===== src/rtl/cpu_pkg.sv =====
// Shared state encodings, field widths, opcode/ALU/vsel constants and control payload
// for the cpu_controller instruction sequencer.
package cpu_pkg;

  localparam int unsigned OPC_W  = 3;
  localparam int unsigned OP_W   = 2;
  localparam int unsigned REG_W  = 3;
  localparam int unsigned SH_W   = 2;
  localparam int unsigned VSEL_W = 4;

  localparam logic [OPC_W-1:0] OPC_MOV = OPC_W'(3'b110);
  localparam logic [OPC_W-1:0] OPC_ALU = OPC_W'(3'b101);

  localparam logic [OP_W-1:0] OP_MOV_IMM = OP_W'(2'b10);
  localparam logic [OP_W-1:0] OP_MOV_REG = OP_W'(2'b00);

  localparam logic [OP_W-1:0] ALU_ADD = OP_W'(2'b00);
  localparam logic [OP_W-1:0] ALU_CMP = OP_W'(2'b01);
  localparam logic [OP_W-1:0] ALU_AND = OP_W'(2'b10);
  localparam logic [OP_W-1:0] ALU_MVN = OP_W'(2'b11);

  localparam logic [VSEL_W-1:0] VSEL_MDATA = VSEL_W'(4'b1000);
  localparam logic [VSEL_W-1:0] VSEL_IMM8  = VSEL_W'(4'b0100);
  localparam logic [VSEL_W-1:0] VSEL_PC    = VSEL_W'(4'b0010);
  localparam logic [VSEL_W-1:0] VSEL_C     = VSEL_W'(4'b0001);

  typedef enum logic [2:0] {
    S_WAIT   = 3'd0,
    S_DECODE = 3'd1,
    S_WIMM   = 3'd2,
    S_GETA   = 3'd3,
    S_GETB   = 3'd4,
    S_EXEC   = 3'd5,
    S_WREG   = 3'd6
  } state_e;

  // Datapath control bundle, registered as a unit in the controller
  typedef struct packed {
    logic [REG_W-1:0]  readnum;
    logic [REG_W-1:0]  writenum;
    logic              write;
    logic [VSEL_W-1:0] vsel;
    logic              loada;
    logic              loadb;
    logic              loadc;
    logic              loads;
    logic              asel;
    logic              bsel;
    logic [SH_W-1:0]   shift;
    logic [OP_W-1:0]   aluop;
  } ctrl_t;

  function automatic logic is_legal(input logic [OPC_W-1:0] opcode, input logic [OP_W-1:0] op);
    return ((opcode == OPC_MOV) && ((op == OP_MOV_IMM) || (op == OP_MOV_REG))) ||
           (opcode == OPC_ALU);
  endfunction

endpackage


===== src/rtl/cpu_controller_if.sv =====
// Instruction handshake and datapath control bundle between the controller and its neighbours.
// The err signal exists only when CPU_CTRL_ILLEGAL_TRAP_EN is defined.
interface cpu_controller_if
  import cpu_pkg::*;
#(
  parameter int unsigned INSTR_W = 16,
  parameter int unsigned DATA_W  = 16
) ();

  logic                instr_valid;
  logic [INSTR_W-1:0]  instr;
  logic                instr_ready;
  logic                done;
  logic [REG_W-1:0]    readnum;
  logic [REG_W-1:0]    writenum;
  logic                write;
  logic [VSEL_W-1:0]   vsel;
  logic                loada;
  logic                loadb;
  logic                loadc;
  logic                loads;
  logic                asel;
  logic                bsel;
  logic [SH_W-1:0]     shift;
  logic [OP_W-1:0]     ALUop;
  logic [DATA_W-1:0]   sximm8;
  logic [DATA_W-1:0]   sximm5;
`ifdef CPU_CTRL_ILLEGAL_TRAP_EN
  logic                err;
`endif

  modport master (
    output instr_valid, instr,
    input  instr_ready, done, readnum, writenum, write, vsel,
           loada, loadb, loadc, loads, asel, bsel, shift, ALUop, sximm8, sximm5
`ifdef CPU_CTRL_ILLEGAL_TRAP_EN
    , input err
`endif
  );

  modport slave (
    input  instr_valid, instr,
    output instr_ready, done, readnum, writenum, write, vsel,
           loada, loadb, loadc, loads, asel, bsel, shift, ALUop, sximm8, sximm5
`ifdef CPU_CTRL_ILLEGAL_TRAP_EN
    , output err
`endif
  );

endinterface


===== src/rtl/instr_decoder.sv =====
// Combinational field extraction and immediate sign-extension for one instruction word.
module instr_decoder
  import cpu_pkg::*;
#(
  parameter int unsigned INSTR_W = 16,
  parameter int unsigned DATA_W  = 16
) (
  input  logic [INSTR_W-1:0] ir_i,
  output logic [OPC_W-1:0]   opcode_c_o,
  output logic [OP_W-1:0]    op_c_o,
  output logic [REG_W-1:0]   rn_c_o,
  output logic [REG_W-1:0]   rd_c_o,
  output logic [SH_W-1:0]    sh_c_o,
  output logic [REG_W-1:0]   rm_c_o,
  output logic [DATA_W-1:0]  sximm8_c_o,
  output logic [DATA_W-1:0]  sximm5_c_o
);

  assign opcode_c_o = ir_i[15:13];
  assign op_c_o     = ir_i[12:11];
  assign rn_c_o     = ir_i[10:8];
  assign rd_c_o     = ir_i[7:5];
  assign sh_c_o     = ir_i[4:3];
  assign rm_c_o     = ir_i[2:0];

  // Signed size casts replicate the immediate's top bit into the upper bits
  assign sximm8_c_o = DATA_W'($signed(ir_i[7:0]));
  assign sximm5_c_o = DATA_W'($signed(ir_i[4:0]));

endmodule


===== src/rtl/cpu_controller.sv =====
// Instruction register, decoder and control FSM driving the datapath; one instruction per handshake.
// Define CPU_CTRL_ILLEGAL_TRAP_EN to latch a sticky err flag and stall on illegal instructions.
module cpu_controller
  import cpu_pkg::*;
#(
  parameter int unsigned INSTR_W = 16,
  parameter int unsigned DATA_W  = 16
) (
  input logic             clk,
  input logic             reset,
  cpu_controller_if.slave bus
);

  state_e              state_q, state_d;
  logic [INSTR_W-1:0]  ir_q, ir_d;
  ctrl_t               ctrl_q, ctrl_d;
  logic                done_q, done_d;
  logic                ready_q, ready_d;
  logic [DATA_W-1:0]   sximm8_q, sximm5_q;
  logic [DATA_W-1:0]   sximm8_c, sximm5_c;
  logic                accept_c;
  logic                trap_block_c;
  logic                is_cmp_c;
  logic                is_movr_c;

  logic [OPC_W-1:0]    opcode_c;
  logic [OP_W-1:0]     op_c;
  logic [REG_W-1:0]    rn_c, rd_c, rm_c;
  logic [SH_W-1:0]     sh_c;

  assign accept_c = bus.instr_valid && ready_q;

  always_comb begin
    ir_d = ir_q;
    if (accept_c) begin
      ir_d = bus.instr;
    end
  end

  // Decodes the IR value that will be current after this edge, so registered outputs match it
  instr_decoder #(
    .INSTR_W (INSTR_W),
    .DATA_W  (DATA_W)
  ) u_instr_decoder (
    .ir_i       (ir_d),
    .opcode_c_o (opcode_c),
    .op_c_o     (op_c),
    .rn_c_o     (rn_c),
    .rd_c_o     (rd_c),
    .sh_c_o     (sh_c),
    .rm_c_o     (rm_c),
    .sximm8_c_o (sximm8_c),
    .sximm5_c_o (sximm5_c)
  );

  assign is_cmp_c  = (opcode_c == OPC_ALU) && (op_c == ALU_CMP);
  assign is_movr_c = (opcode_c == OPC_MOV);

  always_comb begin
    state_d = state_q;
    case (state_q)
      S_WAIT: begin
        if (accept_c) begin
          state_d = S_DECODE;
        end
      end
      S_DECODE: begin
        state_d = S_WAIT;
        if ((opcode_c == OPC_MOV) && (op_c == OP_MOV_IMM)) begin
          state_d = S_WIMM;
        end else if ((opcode_c == OPC_MOV) && (op_c == OP_MOV_REG)) begin
          state_d = S_GETB;
        end else if ((opcode_c == OPC_ALU) && (op_c == ALU_MVN)) begin
          state_d = S_GETB;
        end else if (opcode_c == OPC_ALU) begin
          state_d = S_GETA;
        end
      end
      S_WIMM:  state_d = S_WAIT;
      S_GETA:  state_d = S_GETB;
      S_GETB:  state_d = S_EXEC;
      S_EXEC:  state_d = is_cmp_c ? S_WAIT : S_WREG;
      S_WREG:  state_d = S_WAIT;
      default: state_d = S_WAIT;
    endcase
  end

`ifdef CPU_CTRL_ILLEGAL_TRAP_EN
  logic err_q, err_d;

  // Sticky until reset; latched on the DECODE cycle of an illegal word
  always_comb begin
    err_d = err_q;
    if ((state_q == S_DECODE) && !is_legal(opcode_c, op_c)) begin
      err_d = 1'b1;
    end
  end

  always_ff @(posedge clk) begin
    if (reset) begin
      err_q <= 1'b0;
    end else begin
      err_q <= err_d;
    end
  end

  assign trap_block_c = err_d;
  assign bus.err      = err_q;
`else
  assign trap_block_c = 1'b0;
`endif

  // Moore controls evaluated for the state and IR that will hold after this edge
  always_comb begin
    ctrl_d  = '0;
    ready_d = (state_d == S_WAIT) && !trap_block_c;
    done_d  = (state_d == S_WAIT) && (state_q != S_WAIT);
    case (state_d)
      S_WIMM: begin
        ctrl_d.writenum = rn_c;
        ctrl_d.vsel     = VSEL_IMM8;
        ctrl_d.write    = 1'b1;
      end
      S_GETA: begin
        ctrl_d.readnum = rn_c;
        ctrl_d.loada   = 1'b1;
      end
      S_GETB: begin
        ctrl_d.readnum = rm_c;
        ctrl_d.loadb   = 1'b1;
      end
      S_EXEC: begin
        ctrl_d.shift = sh_c;
        ctrl_d.aluop = is_movr_c ? ALU_ADD : op_c;
        ctrl_d.loadc = !is_cmp_c;
        ctrl_d.loads = is_cmp_c;
        ctrl_d.asel  = is_movr_c;
        ctrl_d.bsel  = 1'b0;
      end
      S_WREG: begin
        ctrl_d.writenum = rd_c;
        ctrl_d.vsel     = VSEL_C;
        ctrl_d.write    = 1'b1;
      end
      default: ;
    endcase
  end

  always_ff @(posedge clk) begin
    if (reset) begin
      state_q  <= S_WAIT;
      ir_q     <= '0;
      ctrl_q   <= '0;
      done_q   <= 1'b0;
      ready_q  <= 1'b1;
      sximm8_q <= '0;
      sximm5_q <= '0;
    end else begin
      state_q  <= state_d;
      ir_q     <= ir_d;
      ctrl_q   <= ctrl_d;
      done_q   <= done_d;
      ready_q  <= ready_d;
      sximm8_q <= sximm8_c;
      sximm5_q <= sximm5_c;
    end
  end

  assign bus.instr_ready = ready_q;
  assign bus.done        = done_q;
  assign bus.readnum     = ctrl_q.readnum;
  assign bus.writenum    = ctrl_q.writenum;
  assign bus.write       = ctrl_q.write;
  assign bus.vsel        = ctrl_q.vsel;
  assign bus.loada       = ctrl_q.loada;
  assign bus.loadb       = ctrl_q.loadb;
  assign bus.loadc       = ctrl_q.loadc;
  assign bus.loads       = ctrl_q.loads;
  assign bus.asel        = ctrl_q.asel;
  assign bus.bsel        = ctrl_q.bsel;
  assign bus.shift       = ctrl_q.shift;
  assign bus.ALUop       = ctrl_q.aluop;
  assign bus.sximm8      = sximm8_q;
  assign bus.sximm5      = sximm5_q;

endmodule

===== src/flat_wrapper.sv =====
// flat-port wrapper written by rule: the top's interface ports become plain ports
module cpu_controller_flat import cpu_pkg::*;
#(
  parameter int unsigned INSTR_W = 16,
  parameter int unsigned DATA_W  = 16
)
  (clk, reset, bus_instr_valid, bus_instr, bus_instr_ready, bus_done, bus_readnum, bus_writenum, bus_write, bus_vsel, bus_loada, bus_loadb, bus_loadc, bus_loads, bus_asel, bus_bsel, bus_shift, bus_ALUop, bus_sximm8, bus_sximm5);
  cpu_controller_if #(.INSTR_W(INSTR_W), .DATA_W(DATA_W)) bus_i ();
  input logic clk;
  input logic reset;
  input wire logic [$bits(bus_i.instr_valid)-1:0] bus_instr_valid;
  input wire logic [$bits(bus_i.instr)-1:0] bus_instr;
  output wire logic [$bits(bus_i.instr_ready)-1:0] bus_instr_ready;
  output wire logic [$bits(bus_i.done)-1:0] bus_done;
  output wire logic [$bits(bus_i.readnum)-1:0] bus_readnum;
  output wire logic [$bits(bus_i.writenum)-1:0] bus_writenum;
  output wire logic [$bits(bus_i.write)-1:0] bus_write;
  output wire logic [$bits(bus_i.vsel)-1:0] bus_vsel;
  output wire logic [$bits(bus_i.loada)-1:0] bus_loada;
  output wire logic [$bits(bus_i.loadb)-1:0] bus_loadb;
  output wire logic [$bits(bus_i.loadc)-1:0] bus_loadc;
  output wire logic [$bits(bus_i.loads)-1:0] bus_loads;
  output wire logic [$bits(bus_i.asel)-1:0] bus_asel;
  output wire logic [$bits(bus_i.bsel)-1:0] bus_bsel;
  output wire logic [$bits(bus_i.shift)-1:0] bus_shift;
  output wire logic [$bits(bus_i.ALUop)-1:0] bus_ALUop;
  output wire logic [$bits(bus_i.sximm8)-1:0] bus_sximm8;
  output wire logic [$bits(bus_i.sximm5)-1:0] bus_sximm5;
  assign bus_i.instr_valid = bus_instr_valid;
  assign bus_i.instr = bus_instr;
  assign bus_instr_ready = bus_i.instr_ready;
  assign bus_done = bus_i.done;
  assign bus_readnum = bus_i.readnum;
  assign bus_writenum = bus_i.writenum;
  assign bus_write = bus_i.write;
  assign bus_vsel = bus_i.vsel;
  assign bus_loada = bus_i.loada;
  assign bus_loadb = bus_i.loadb;
  assign bus_loadc = bus_i.loadc;
  assign bus_loads = bus_i.loads;
  assign bus_asel = bus_i.asel;
  assign bus_bsel = bus_i.bsel;
  assign bus_shift = bus_i.shift;
  assign bus_ALUop = bus_i.ALUop;
  assign bus_sximm8 = bus_i.sximm8;
  assign bus_sximm5 = bus_i.sximm5;
  cpu_controller #(.INSTR_W(INSTR_W), .DATA_W(DATA_W)) u_core (.clk(clk), .reset(reset), .bus(bus_i));
endmodule

===== config.mk =====
export PLATFORM = sky130hd
export DESIGN_NAME = cpu_controller_flat
export DESIGN_NICKNAME = d
export VERILOG_FILES = /design/src/rtl/cpu_pkg.sv /design/src/rtl/cpu_controller_if.sv /design/src/rtl/instr_decoder.sv /design/src/rtl/cpu_controller.sv /design/src/flat_wrapper.sv
export SDC_FILE = /design/constraint.sdc
export NUM_CORES = 1
export LEC_CHECK = 0
export BUFFER_PORTS_ARGS = -buffer_cell sky130_fd_sc_hd__buf_2
export CAP_MARGIN = 20
export CORE_ASPECT_RATIO = 1.75
export CORE_MARGIN = 2
export CORE_UTILIZATION = 44
export DETAILED_ROUTE_END_ITERATION = 7
export GPL_ROUTABILITY_DRIVEN = 0
export PLACE_DENSITY_LB_ADDON = 0.1
export SYNTH_ARGS = -nofsm -noshare
export SYNTH_HDL_FRONTEND = slang
export SYNTH_SLANG_ARGS = --single-unit

===== constraint.sdc =====
create_clock -name clk -period 2 [get_ports clk]
set_input_delay 0.3 -clock clk [delete_from_list [all_inputs] [get_ports clk]]
set_output_delay 0.3 -clock clk [all_outputs]
set_load 0.01 [all_outputs]

==> flow_summary.toml <==
[layout]
syn_to_final_growth_pct = 18.47
final_area_um2 = 2111
fillers = 369
n_antenna_cell = 0
nets = 260
drive_gt1_share_pct = 43.80

[place]
place_area_um2 = 1967
dp_hpwl_um = 2956
io_buffers = 70

[timing]
setup_viol = 0
setup_tns_ns = 0
finalCriticalPeriod_ns = 1.883
slew_viol_final = 0
fin_skew_ns = 0.004826
finalHoldViolations = 0
hold_ws_ns = 0.2591
rsz0062_at_grt = "no"
fin_crit_sh_pct = 94.14
fmax_ghz = 0.5311

[die]
pin_count = 74
core-area_um2 = 3866
rows = 30
die-area_um2 = 4595
die-height_um = 88.18
fp.dieW_um = 52.11
start_util_pct = 46.08

[synth]
synth_seq_cells = 39
synth-async-reset-ratio_pct = 0
avgSynthCellArea_um2 = 9.184
synthCells = 194
yosysSeqAreaShare_pct = 43.82
synth.cell_area_um2 = 1782
synth_cell_types = 40
synth_area_leader_cell = "dfxtp_1"
ys.warnings.count = 0
synth_edf_count = 0
synth_area_leaders = "dfxtp_1 (44%), buf_4 (15%), mux2i_1 (5.1%)"
ys.flop_type = "dfxtp_1"
yosysTopAreaCellShare_pct = 43.82

[route]
viasPerCell = 4.814
drc_errors = 0
routedWlPerCell_um = 12.76
vias = 1396
highest_layer = "met4"
met1_length_um = 1278
antenna_left = 0
wl_met3_um = 213
drtPass1Iterations = 4
drt_iter0_drc = 14
met2_length_um = 2159
wirelength_um = 3699

[clock_tree]
post-cts-setup-buffers = 0
cts_resized = 2
tritoncts = "done"
htree_levels = 2
clk_latency_ns = 0.29
clockBufferDepth = 2
ctsHoldBuffers = 0
cts_buffers = 5
clkSinkCount = 39
path_clk_slew_ns = 0.08
cts-root-buf = "clkbuf_8"

[grt]
grt_max_degree = 18
track_usage_pct = 16.86
antenna_found_initial = 0
gr-total-overflow = 0
grt_pass1_wl_um = 5706
first_global_vias = 1308

[setup_path]
endpoint_kind = "register"
regToRegSetupSlack_ns = 0.12
crit_arrival_ns = 2.12
cp_max_fo = 6
critical_path_class = "register to register"
startpoint_type = "register"
required_ns = 2.23

[run_status]
run_status = "finished, final reports clean"

[power]
power_uw = 1738
p_leak_uw = 0.001067
ir_drop_v = 0.0006421
powerDensity_nw_per_um2 = 823.4

[job]
maxCapViolations = 0

[min_path]
worstHoldPathType = "input port to register"
[through the flow]
stage	setup WS (ns)	utilization, %	instances
3_3_place_gp	0.007544	50.87	282
4_1_cts	0.03119	54.27	290
6_report	0.1171	54.60	290
3_5_place_dp	-0.07388	50.87	282
2_1_floorplan	0.1074	-	196
5_1_grt	0.01375	54.60	290
[flip-flops by register name, indices dropped and copies added (netlist names), 2 cells and up]
signal               flops
u_core.state_q           3
u_core.bus.sximm5        4
u_core.ir_q              9
u_core.bus.ALUop         2
u_core.bus.readnum       3
u_core.bus.sximm8        3
u_core.bus.shift         2
u_core.bus.vsel          2
u_core.bus.writenum      3
[synth_stat cells (all sizes together) (2+ instances only)]
cell type,number
a21oi,9
and3,2
buf,38
clkbuf,4
dfxtp,39
inv,5
mux2i,9
nand2,21
nand2b,7
nand3,3
nor2,17
nor2b,6
nor3,7
nor4b,2
o21ai,3
o21bai,2
o32ai,3
or2,2
or3,2
[report_power, final]
part | switching [uW] | leakage (uW) | internal [uW] | total, uW
Combinational | 124 | 0.000688 | 96.8 | 221
Clock | 280 | 0.0000618 | 410 | 690
Sequential | 23.1 | 0.000317 | 803 | 827
[layer usage]
layer / track usage, % / up-vias
met3: 4.266 / 5
met1: 16.11 / 646
met4: 5.263 / 0
li1: - / 701
met2: 33.37 / 44
met5: 0 / -
[worst max-delay path: stages, from the launching register on]
cell and delay [ns]:
dfxtp_2 0.35, a21bo_2 0.23, nor3_1 0.24, o21bai_1 0.14
a221o_1 0.35, or3_4 0.40, a21oi_2 0.12
[final cells by class]
cell class / count / area [um2] / share of cell area (%)
Multi-Input combinational cell: 110 / 703.2 / 33.31
Clock buffer: 6 / 82.58 / 3.912
Timing Repair Buffer: 80 / 425.4 / 20.15
Inverter: 5 / 18.77 / 0.8892
Sequential cell: 39 / 782.0 / 37.05
Tap cell: 48 / 60.06 / 2.845
Clock inverter: 2 / 38.79 / 1.838
[cell families (layout without fill, tap and decap cells)]
logic type             count (synthesis)  in the layout  share of synthesized area, %
and+or+nand+nor                       75             75                         22.19
buffers and inverters                 47             93                         18.33
DFF                                   39             39                         43.82
AOI/OAI and AO/OA                     23             23                         10.39
muxes                                  9              9                         5.056
other                                  1              3                        0.2105
[worst paths after layout]
check                              start                      to  cells past startpoint
setup / recovery  u_core.bus.instr_ready  u_core.bus.writenum[0]                      6
hold / removal              bus_instr[3]    u_core.bus.sximm5[3]                      3
setup reg to reg  u_core.bus.instr_ready  u_core.bus.writenum[0]                      6
hold reg to reg          u_core.ir_q[13]         u_core.ir_q[13]                      2
[cell usage in the layout, fill, tap and decap left out, drive strengths merged]
| cell type | count |
|---|---|
| o32ai | 3 |
| nor4 | 1 |
| inv | 6 |
| o21ai | 3 |
| nor4b | 2 |
| and2 | 1 |
| and3b | 1 |
| nand3b | 1 |
| o21bai | 2 |
| bufinv | 1 |
| nand2 | 21 |
| and3 | 2 |
| a21bo | 1 |
| nand2b | 7 |
| nand3 | 3 |
| clkbuf | 6 |
| o41ai | 1 |
| o22ai | 1 |
| nor2 | 17 |
| a21oi | 9 |
| nor4bb | 1 |
| conb | 3 |
| mux2i | 9 |
| a221o | 1 |
| dfxtp | 39 |
| a311o | 1 |
| nor3 | 7 |
| a32oi | 1 |
| or2 | 2 |
| or3 | 2 |
| nor2b | 6 |
| buf | 80 |
| nor3b | 1 |
No activity file was read; power rests on OpenSTA's default activity.
